==> config.mk <==
export PLATFORM = sky130hd
export DESIGN_NAME = down_counter
export DESIGN_NICKNAME = d
export VERILOG_FILES = /design/src/rtl/down_counter.sv
export SDC_FILE = /design/constraint.sdc
export NUM_CORES = 1
export LEC_CHECK = 0
export ABC_AREA = 1
export CAP_MARGIN = 15
export CELL_PAD_IN_SITES_DETAIL_PLACEMENT = 1
export CELL_PAD_IN_SITES_GLOBAL_PLACEMENT = 1
export CORE_ASPECT_RATIO = 1.75
export CORE_UTILIZATION = 34
export CTS_CLUSTER_SIZE = 10
export DETAILED_ROUTE_END_ITERATION = 10
export PLACE_DENSITY_LB_ADDON = 0.1
export SLEW_MARGIN = 30
export SYNTH_ARGS = -nofsm -noshare
export SYNTH_HDL_FRONTEND = slang
export SYNTH_SLANG_ARGS = --single-unit
==> constraint.sdc <==
create_clock -name clk -period 2.97 [get_ports clk]
set_input_delay 0.4455 -clock clk [delete_from_list [all_inputs] [get_ports clk]]
set_output_delay 0.4455 -clock clk [all_outputs]
set_load 0.03 [all_outputs]
==> src/rtl/down_counter.sv <==
// down_counter: loadable down-counter with IDLE/RUN/PAUSE FSM and a registered terminal-count pulse
// Ports: clk, clear (sync active-high reset), load/load_val (start or reload), en (count enable),
//        count (registered value), tc (one-cycle terminal-count pulse), busy (RUN or PAUSE).
// Optional feature: define AUTO_RELOAD_EN to reload from the stored start value at terminal count.
module down_counter #(
  parameter int N = 8
) (
  input  logic         clk,
  input  logic         clear,
  input  logic         load,
  input  logic [N-1:0] load_val,
  input  logic         en,
  output logic [N-1:0] count,
  output logic         tc,
  output logic         busy
);
  localparam logic [1:0] IDLE  = 2'd0;
  localparam logic [1:0] RUN   = 2'd1;
  localparam logic [1:0] PAUSE = 2'd2;
  logic [1:0]   state_q, state_d;
  logic [N-1:0] count_q, count_d;
  logic [N-1:0] reload_q, reload_d;
  logic         tc_q, tc_d;
  logic         busy_q, busy_d;
  logic         active;
  logic         term;
  always_comb begin
    // PAUSE with en high resumes and decrements on the same edge, so it shares the RUN path
    active   = (state_q == RUN || state_q == PAUSE) && en;
    term     = active && count_q == N'(1);
    state_d  = state_q;
    count_d  = count_q;
    reload_d = reload_q;
    tc_d     = 1'b0;
    if (load) begin
      count_d  = load_val;
      reload_d = load_val;
      state_d  = load_val != '0 ? RUN : IDLE;
      tc_d     = load_val == '0;
    end else if (term) begin
      tc_d    = 1'b1;
`ifdef AUTO_RELOAD_EN
      count_d = reload_q;
      state_d = RUN;
`else
      count_d = '0;
      state_d = IDLE;
`endif
    end else if (active && count_q != '0) begin
      count_d = count_q - N'(1);
      state_d = RUN;
    end else if (state_q == RUN && !en) begin
      state_d = PAUSE;
    end
    // busy is registered from the next state so it falls in the same cycle tc rises
    busy_d = state_d != IDLE;
  end
  always_ff @(posedge clk) begin
    if (clear) begin
      state_q  <= IDLE;
      count_q  <= '0;
      reload_q <= '0;
      tc_q     <= 1'b0;
      busy_q   <= 1'b0;
    end else begin
      state_q  <= state_d;
      count_q  <= count_d;
      reload_q <= reload_d;
      tc_q     <= tc_d;
      busy_q   <= busy_d;
    end
  end
  assign count = count_q;
  assign tc    = tc_q;
  assign busy  = busy_q;
endmodule

==> impl_metrics.yaml, run 1 <==
run_status:
  outcome: "finished, final reports clean"
yosys:
  yosysWarnings: 0
  synth.net_count: 153
  synth_seq_cells: 12
  synth_area_leader_cell: "dfxtp_1"
  synth_area_um2: 833.3
  syn_area_per_cell_um2: 6.038
  synth_area_leaders: "dfxtp_1 (29%), nand2_1 (19%), nor2_1 (12%)"
  synth_cells: 138
  synth.distinct_cells: 21
  ys_seq_area_share_pct: 28.83
  yosys.area.top_type_share_pct: 28.83
clocking:
  clock_sinks: 12
  clk_pin_slew_ns: 0.06
  hold_buffers: 0
  cts_tree: "built"
  cts_resized: 0
  numCtsBuffers: 3
  clock_latency_ns: 0.25
  cts.htree.levels: 1
  cts_root_buffer: "clkbuf_8"
  cts.path.max_buffers: 2
  post_cts_buffers: 0
floorplanning:
  initial_core_util_pct: 36.20
  pin_count: 22
  core_area_um2: 2302
  die_h_um: 67.49
  die_w_um: 39.43
  row_count: 23
  die-area_um2: 2661
timing:
  setup_viol: 0
  fin_crit_ns: 1.925
  clock_skew_ns: 0.005766
  hold_viol: 0
  slew_violations: 0
  fin_tns_setup_ns: 0
  worst_slew_pin_slew_ns: 0.4419
  finalCritPeriodShare_pct: 64.80
  fmax_ghz: 0.5196
  rsz0062_at_grt: "false"
  relSlewSlack_pct: 70.31
power:
  power.switching_uw: 218.1
  pwr-share-seq_pct: 32.6
  power.density_nw_per_um2: 526.0
  p_clk_share_pct: 31.9
  p_int_uw: 374.2
  peakVddDrop_mv: 0.2098
  p_leak_uw: 0.0005619
  sw_frac_of_total_pct: 36.82
  combPwrFrac_pct: 35.5
critical_path:
  crit_required_ns: 2.52
  slowest_stage: "clkdlybuf4s50_1"
  crit_path_start_kind: "register"
  cp_max_fo: 6
  cp-end-kind: "output port"
  critPathKind: "reg -> out"
  crit_arrival_ns: 1.48
  cpPeakStageDelay_ns: 0.74
  critical_path_buf_inv_count: 1
  cp_top_family: "buffers and inverters"
  worstPathCellList: "clkdlybuf4s50_1"
detailed_routing:
  wl_um: 2623
  wl_per_cell_um: 14.03
  vias: 961
  first_pass_iters: 4
  final_antenna_net_count: 0
  drcViolationCount: 0
  vias_per_cell: 5.139
  drt_iter0_drc: 18
min_path:
  hp-class: "reg -> reg"
layout:
  n_antenna_cell: 0
  fin_nets: 178
  layout-drive-gt1-share_pct: 8.025
  layout_commonest_cell: "nand2_1"
  synthToLayoutAreaGrowth_pct: 35.14
  layoutNonFillerInstCount: 187
  most-common-layout-cells: "nand2_1 (42), nor2_1 (27), clkdlybuf4s50_1 (21), inv_1 (16), nand3_1 (14)"
placed_design:
  dp_hpwl_um: 2115
  io_buffer_count: 21
  placed_cells: 183
  routabilityCongestion: 0.8898
global_route:
  first_global_vias: 1002
  overflow: 0
  antenna_found_initial: 0
  grt_max_degree: 12
  grt_util_all_layers_pct: 24.21
  grt_pass1_wl_um: 4485
run:
  max_cap_violations: 0
layer usage:
metal / routed length, µm / vias to the layer above / track usage [%]
li1: - / 480 / -
met1: 982 / 447 / 26.18
met2: 1507 / 25 / 44.67
met3: 57 / 9 / 1.974
met4: 76 / 0 / 10.34
met5: 0 / - / 0
Yosys cell counts (all sizes together):
| cell type | n |
|---|---|
| clkinv | 2 |
| inv | 17 |
| a21oi | 4 |
| ha | 3 |
| xor2 | 1 |
| clkbuf | 1 |
| dfxtp | 12 |
| nor3 | 1 |
| nor2 | 29 |
| nand3 | 15 |
| nand4 | 2 |
| nand2 | 45 |
| o21ai | 6 |
worst reg2reg max path: cells and delay by family, from the launching register on:
family          cells  cell delay (ns)
flops               1             0.34
simple gates        3             0.33
buf+inv             1             0.13
compound gates      2             0.48
fa+ha+maj           1             0.32
power by group through the flow:
stage / clock (µW) / sequential [µW] / combinational (µW)
after detailed placement: 0 / 197 / 209
after global routing: 191 / 196 / 235
after CTS: 188 / 194 / 212
final: 189 / 193 / 210
after floorplan: 0 / 220 / 109
after global placement: 0 / 196 / 203
through the flow:
stage	worst slack [ns]	hold slack (ns)	util, %	area (µm²)	total power [µW]
2_1_floorplan	1.393	0.5444	-	833.3	328.6
3_3_place_gp	1.133	0.5678	46.52	1071	398.7
3_5_place_dp	1.058	0.5895	46.52	1071	405.6
4_1_cts	1.045	0.6028	48.91	1126	593.5
5_1_grt	0.9955	0.6487	48.91	1126	620.8
6_report	1.045	0.5922	48.91	1126	592.3
sequential cells by signal (all words and copies together), names as in the netlist:
name,flops
count,8
state_q,2
busy,1
tc,1
worst paths after layout:
kind                         start                    end  slack (ns)  cells after the start
min          count[1]$_SDFFE_PP0P_  count[1]$_SDFFE_PP0P_        0.59                      2
min reg2reg  count[1]$_SDFFE_PP0P_  count[1]$_SDFFE_PP0P_        0.59                      2
max reg2reg  count[0]$_SDFFE_PP0P_  count[1]$_SDFFE_PP0P_        1.26                      7
max          count[2]$_SDFFE_PP0P_               count[2]        1.05                      1
logic make-up after synthesis:
group,synth area share (%)
adders and majority gates,4.505
DFF,28.83
and+or+nand+nor,48.65
buffers and inverters,9.609
AOI/OAI and AO/OA,7.358
xor gates and xnor gates,1.051
final cells by class:
| type | count | area [µm²] |
|---|---|---|
| inverter | 19 | 76.32 |
| timing repair buffer | 21 | 210.2 |
| multi-input combinational | 106 | 513.0 |
| tap | 25 | 31.28 |
| clock buffer | 4 | 55.05 |
| sequential | 12 | 240.2 |
| fill | 329 | 1176 |
Note: power is estimated with default switching activity, not from simulation.
==> run 2, diff against run 1 <==
--- a/config.mk
+++ b/config.mk
@@ -10,7 +10,7 @@
 export CELL_PAD_IN_SITES_DETAIL_PLACEMENT = 1
 export CELL_PAD_IN_SITES_GLOBAL_PLACEMENT = 1
 export CORE_ASPECT_RATIO = 1.75
-export CORE_UTILIZATION = 34
+export CORE_UTILIZATION = 28
 export CTS_CLUSTER_SIZE = 10
 export DETAILED_ROUTE_END_ITERATION = 10
 export PLACE_DENSITY_LB_ADDON = 0.1
==> constraint.sdc (replaced) <==
create_clock -name clk -period 1.6 [get_ports clk]
set_input_delay 0.24 -clock clk [delete_from_list [all_inputs] [get_ports clk]]
set_output_delay 0.24 -clock clk [all_outputs]
set_load 0.03 [all_outputs]
==> impl_metrics.yaml, run 2 (same netlist as run 1, synthesis figures left out) <==
timing:
  worst_slew_pin_slew_ns: 0.4545
  clock_skew_ns: 0.001431
  rsz0062_at_grt: "false"
  finalCritPeriodShare_pct: 97.06
  fmax_ghz: 0.6439
  slew_violations: 0
  holdWs_ns: 0.5859
  hold_viol: 0
  relSlewSlack_pct: 69.47
  setup_viol: 0
  fin_crit_ns: 1.553
layout:
  design_area_um2: 1191
  fillers: 371
  n_antenna_cell: 0
  most-common-layout-cells: "nand2_1 (41), nor2_1 (24), inv_1 (16), clkdlybuf4s50_1 (16), nand3_1 (14)"
  synthToLayoutAreaGrowth_pct: 42.94
  layout-drive-gt1-share_pct: 13.86
  largest_reg_flops: 8
  layout_commonest_cell: "nand2_1"
  fin_nets: 182
run_status:
  outcome: "finished, final reports clean"
global_route:
  antenna_found_initial: 0
  grt_util_all_layers_pct: 17.62
  grt_pass1_wl_um: 4202
  grt_max_degree: 11
  overflow: 0
  first_global_vias: 979
placed_design:
  routabilityCongestion: 0.8017
  placed_area_um2: 1096
  io_buffer_count: 21
  dp_hpwl_um: 1990
floorplanning:
  die-area_um2: 3207
  initial_core_util_pct: 30.27
  die_h_um: 74.17
  row_count: 25
  pin_count: 22
  core_area_um2: 2753
  die_w_um: 43.24
detailed_routing:
  drt_iter0_drc: 8
  wl_per_cell_um: 12.77
  vias_per_cell: 4.855
  wl_um: 2465
  first_pass_iters: 2
  final_antenna_net_count: 0
  drcViolationCount: 0
  vias: 937
critical_path:
  r2r_slack_ns: 0.13
  critical_path_buf_inv_count: 1
  worstPathCellList: "clkdlybuf4s50_1"
  crit_path_start_kind: "register"
  cp_top_family: "buffers and inverters"
  cp-end-kind: "output port"
  cpPeakStageDelay_ns: 0.69
  crit_arrival_ns: 1.31
  critPathKind: "reg -> out"
  r2r_cells: 10
  slowest_stage: "clkdlybuf4s50_1"
  timing.rr.end: "count[3]$_SDFFE_PP0P_"
  cp_max_fo: 4
  cp_num_cells: 1
  crit_required_ns: 1.36
  r2r_start: "state_q[1]$_SDFF_PP0_"
clocking:
  cts_tree: "built"
  clk_pin_slew_ns: 0.06
  clock_latency_ns: 0.25
  cts.htree.levels: 1
  hold_buffers: 0
  clock_sinks: 12
  numCtsBuffers: 3
  cts.path.max_buffers: 2
  cts_root_buffer: "clkbuf_8"
power:
  peakVddDrop_mv: 0.4920
  power.density_nw_per_um2: 928.8
  power_uw: 1106
  p_leak_uw: 0.0006302
min_path:
  min_from: "count[1]$_SDFFE_PP0P_"
  holdPathEnd: "count[1]$_SDFFE_PP0P_"
  whs_path_depth: 2
  hp-class: "reg -> reg"
run:
  max_cap_violations: 0
## run 2: per-stage QoR
stage               utilization [%]  setup TNS [ns]  std cells  worst slack (ns)
floorplan                         -               0        138           0.02340
global placement              39.82               0        188          0.004019
detailed placement            39.82        -0.02958        188          -0.02103
CTS                           41.68               0        192          0.001480
global route                  43.27               0        193          0.009007
finish                        43.27               0        193           0.04703
## run 2: metal layers
layer | vias to the layer above | wire length [µm] | track usage, %
li1 | 487 | - | -
met5 | - | 0 | 0
met2 | 20 | 1347 | 33.00
met1 | 423 | 955 | 17.58
met3 | 7 | 72 | 2.670
met4 | 0 | 90 | 10.77
## run 2: final cells by class
type / count / area, µm² / area share, %
Tap cell: 27 / 33.78 / 2.836
Clock buffer: 4 / 55.05 / 4.622
Timing Repair Buffer: 25 / 241.5 / 20.27
Inverter: 19 / 78.83 / 6.618
Sequential cell: 12 / 241.5 / 20.27
Multi-Input combinational cell: 106 / 540.5 / 45.38
## run 2: worst max path at each step
| stage | slack (ns) | start | end |
|---|---|---|---|
| after floorplan | 0.02 | count[0]$_SDFFE_PP0P_ | count[2]$_SDFFE_PP0P_ |
| after global placement | 0.004 | en | count[3]$_SDFFE_PP0P_ |
| after detailed placement | -0.02 | en | busy$_SDFF_PP0_ |
| after CTS | 0.001 | count[0]$_SDFFE_PP0P_ | count[0] |
| after global routing | 0.009 | count[1]$_SDFFE_PP0P_ | count[1] |
| final | 0.05 | count[5]$_SDFFE_PP0P_ | count[5] |
## run 2: repair_timing
action / 4_1_cts / 5_1_grt
setup endpoints to repair: 3 / 13
hold endpoints to repair: 0 / 0
resized for setup: 3 / 12
setup buffers: 0 / 1
pin swaps: 0 / 4
cloned: 0 / 0
## run 2: where the power goes
group	leakage, µW	switching (µW)	internal (µW)
clock network	0.0000288	133	218
registers	0.000100	30.6	327
logic	0.000501	240	157
total	0.000630	404	703
## run 2: worst min-delay path, cell delays in order, from the launching register on
cell,delay [ns]
dfxtp_1,0.37
o21ai_0,0.10
nor2_1,0.08
==> RTL change, RTL diff (settings of run 2) <==
Register the inputs `clear`, `load`, `load_val` and `en` before use, without a reset. The logic sees them one clock later.
--- a/src/rtl/down_counter.sv
+++ b/src/rtl/down_counter.sv
@@ -18,4 +18,17 @@
   localparam logic [1:0] RUN   = 2'd1;
   localparam logic [1:0] PAUSE = 2'd2;
+
+  logic clear_q;
+  logic load_q;
+  logic [N-1:0] load_val_q;
+  logic en_q;
+
+  always_ff @(posedge clk) begin
+    clear_q    <= clear;
+    load_q     <= load;
+    load_val_q <= load_val;
+    en_q       <= en;
+  end
+
   logic [1:0]   state_q, state_d;
   logic [N-1:0] count_q, count_d;
@@ -27,5 +40,5 @@
   always_comb begin
     // PAUSE with en high resumes and decrements on the same edge, so it shares the RUN path
-    active   = (state_q == RUN || state_q == PAUSE) && en;
+    active   = (state_q == RUN || state_q == PAUSE) && en_q;
     term     = active && count_q == N'(1);
     state_d  = state_q;
@@ -33,9 +46,9 @@
     reload_d = reload_q;
     tc_d     = 1'b0;
-    if (load) begin
-      count_d  = load_val;
-      reload_d = load_val;
-      state_d  = load_val != '0 ? RUN : IDLE;
-      tc_d     = load_val == '0;
+    if (load_q) begin
+      count_d  = load_val_q;
+      reload_d = load_val_q;
+      state_d  = load_val_q != '0 ? RUN : IDLE;
+      tc_d     = load_val_q == '0;
     end else if (term) begin
       tc_d    = 1'b1;
@@ -50,5 +63,5 @@
       count_d = count_q - N'(1);
       state_d = RUN;
-    end else if (state_q == RUN && !en) begin
+    end else if (state_q == RUN && !en_q) begin
       state_d = PAUSE;
     end
@@ -57,5 +70,5 @@
   end
   always_ff @(posedge clk) begin
-    if (clear) begin
+    if (clear_q) begin
       state_q  <= IDLE;
       count_q  <= '0;
Check against the original RTL: not equivalent (a bounded check fails within 4 cycles, from zero or initial values).
==> RTL change against run 2 <==
- die area grew 24%
- wire length grew 10%
- combinational power grew 3%
- final area grew 22%
- synthesized cell count grew 5.8%
- clock skew is essentially flat
- sequential cell count grew 11
- hold slack lost 0.18 ns
- power grew 30%
- worst setup slack gained 0.071 ns
- synthesized area grew 25%
- largest power group is now registers
- highest routed layer unchanged
==> RTL change: results (changes against run 2) <==
place:
  routabilityCongestion: 0.825  # +2.9%
  place_area_sq_um: 1330  # +21%
  dpl.hpwl_mm: 2.15  # +7.8%
  io_buffers: 21  # unchanged
power:
  worst_ir_drop_vdd_mv: 0.509  # +3.4%
  p_leak_nw: 0.727  # +15%
status:
  status: "completed"
clock_tree:
  clock_latency_ns: 0.27  # +0.02 ns
  htree_levels: 1  # unchanged
  root_buffer: "clkbuf_8"
  path_clk_slew_ns: 0.09  # +0.03 ns
  clock_path_buffers: 2  # unchanged
  numCtsBuffers: 3  # unchanged
  ctsHoldBuffers: 0  # unchanged
setup_path:
  cp.arrival_ns: 1.24  # -0.07 ns
  critPathMaxFanout: 1  # -3
  crit_family: "buffers and inverters"
  max_stage_delay_ns: 0.66  # -0.03 ns
  critPathSlowestCell: "clkdlybuf4s50_1"
global_route:
  antenna_found_initial: 0  # unchanged
  grt_pass1_vias: 1011  # +3.3%
  grt_max_degree: 13  # +2
  grt_util_all_layers_pct: 15.9  # -1.7 points
  grt_pass1_wl_mm: 4.39  # +4.4%
drt:
  routed_wl_mm: 2.71  # +10%
  first_pass_iters: 4  # +2
  drt_iter0_drc: 8  # unchanged
  viasPerCell: 4.52  # -6.9%
  wl_met2_mm: 1.56  # +16%
  top_layer: "met4"
  drc_errors: 0  # unchanged
  wl_met3_um: 48  # -33%
  wl_met1_mm: 1.07  # +12%
cells_and_area:
  drive_gt1_share_pct: 16.7  # +2.8 points
  n_antenna_cell: 0  # unchanged
  fillers: 445  # +20%
  final_net_count: 190  # +4.4%
  final_core_util_pct: 40.5  # -2.8 points
synthesis:
  synth_common_cells: "nand2_1 (39), nor2_1 (29), dfxtp_1 (23)"
  synth_cell_types: 21  # unchanged
  synth_compound_area_share_pct: 6.83  # -0.52 points
  synthXorXnorAreaFrac_pct: 0.839  # -0.21 points
  async_flop_share_pct: 0  # unchanged
  muxShareOfSynthArea_pct: 0  # unchanged
  synth.net_count: 161  # +5.2%
  yosysWarnings: 0  # unchanged
  synth.area.top_cells: "dfxtp_1 (44%), nand2_1 (14%), nor2_1 (10%)"
  synth_fa_ha_area_share_pct: 3.60  # -0.91 points
  ys_seq_area_share_pct: 44.1  # +15 points
min_path:
  min_path_type: "input port to register"
timing:
  skew_ns: 0.00167  # +0.000244 ns
  slew-limit-headroom_pct: 71.6  # +2.2 points
## RTL change: cell count changes in the layout (fill, tap and decap cells not counted), sizes merged, moves of 2 or more
cell,change
nand2,-3
o21ai,+2
dlygate4sd2,+2
nand3,-2
dfxtp,+11
clkdlybuf4s50,-3
## RTL change: worst paths after layout
kind / start / endpoint / slack, ns / depth (start not counted)
worst max-delay path: busy / busy / 0.12 / 1
worst min register to register: clear_q / state_q[1] / 0.54 / 3
worst min-delay path: load_val[4] / load_val_q[4] / 0.40 / 1
worst max register to register: count[0] / count[2] / 0.12 / 8
## RTL change: cell families (layout without fill, tap and decap cells)
| group | count (synthesis) | count (layout) |
|---|---|---|
| flops | 23 | 23 |
| compound gates | 12 | 12 |
| buf+inv | 18 | 46 |
| simple gates | 89 | 89 |
| fa+ha+maj | 3 | 3 |
| xor+xnor | 1 | 1 |
## RTL change: layer usage
layer  up-vias  global-route usage [%]
met4         0                    6.67
met1       462                    17.1
li1        511                       -
met3         4                    1.96
met5         -                       0
met2        17                    28.9
## RTL change: through the flow
step / power (mW) / TNS, ns / instances / hold WS (ns) / setup slack (ns)
after global placement: 1.05 / 0 / 215 / 0.566 / 0.0704
after CTS: 1.42 / 0 / 219 / 0.399 / 0.000535
after detailed placement: 1.05 / 0 / 215 / 0.567 / 0.0427
after floorplan: 0.906 / 0 / 146 / 0.268 / 0.0236
after global routing: 1.53 / -0.0138 / 220 / 0.396 / -0.00855
final: 1.44 / 0 / 220 / 0.405 / 0.118
## RTL change: cell type report
| cell class | count | share of cell area (%) |
|---|---|---|
| sequential | 23 | 31.8 |
| timing repair buffer | 25 | 16.6 |
| inverter | 17 | 5.08 |
| multi-input combinational | 105 | 39.5 |
| tap | 46 | 3.96 |
| clock buffer | 4 | 3.10 |
## RTL change: repair_timing
| item | CTS | global route |
|---|---|---|
| setup buffers | 0 | 1 |
| pin swaps | 0 | 4 |
| gates resized for setup | 5 | 27 |
| endpoints found under the setup margin | 5 | 14 |
## RTL change: power breakdown
part           internal (mW)  total (mW)  switching (mW)  leakage [nW]
clock                  0.178       0.377           0.199        0.0228
sequential             0.615       0.655          0.0399         0.193
combinational          0.160       0.407           0.247         0.511
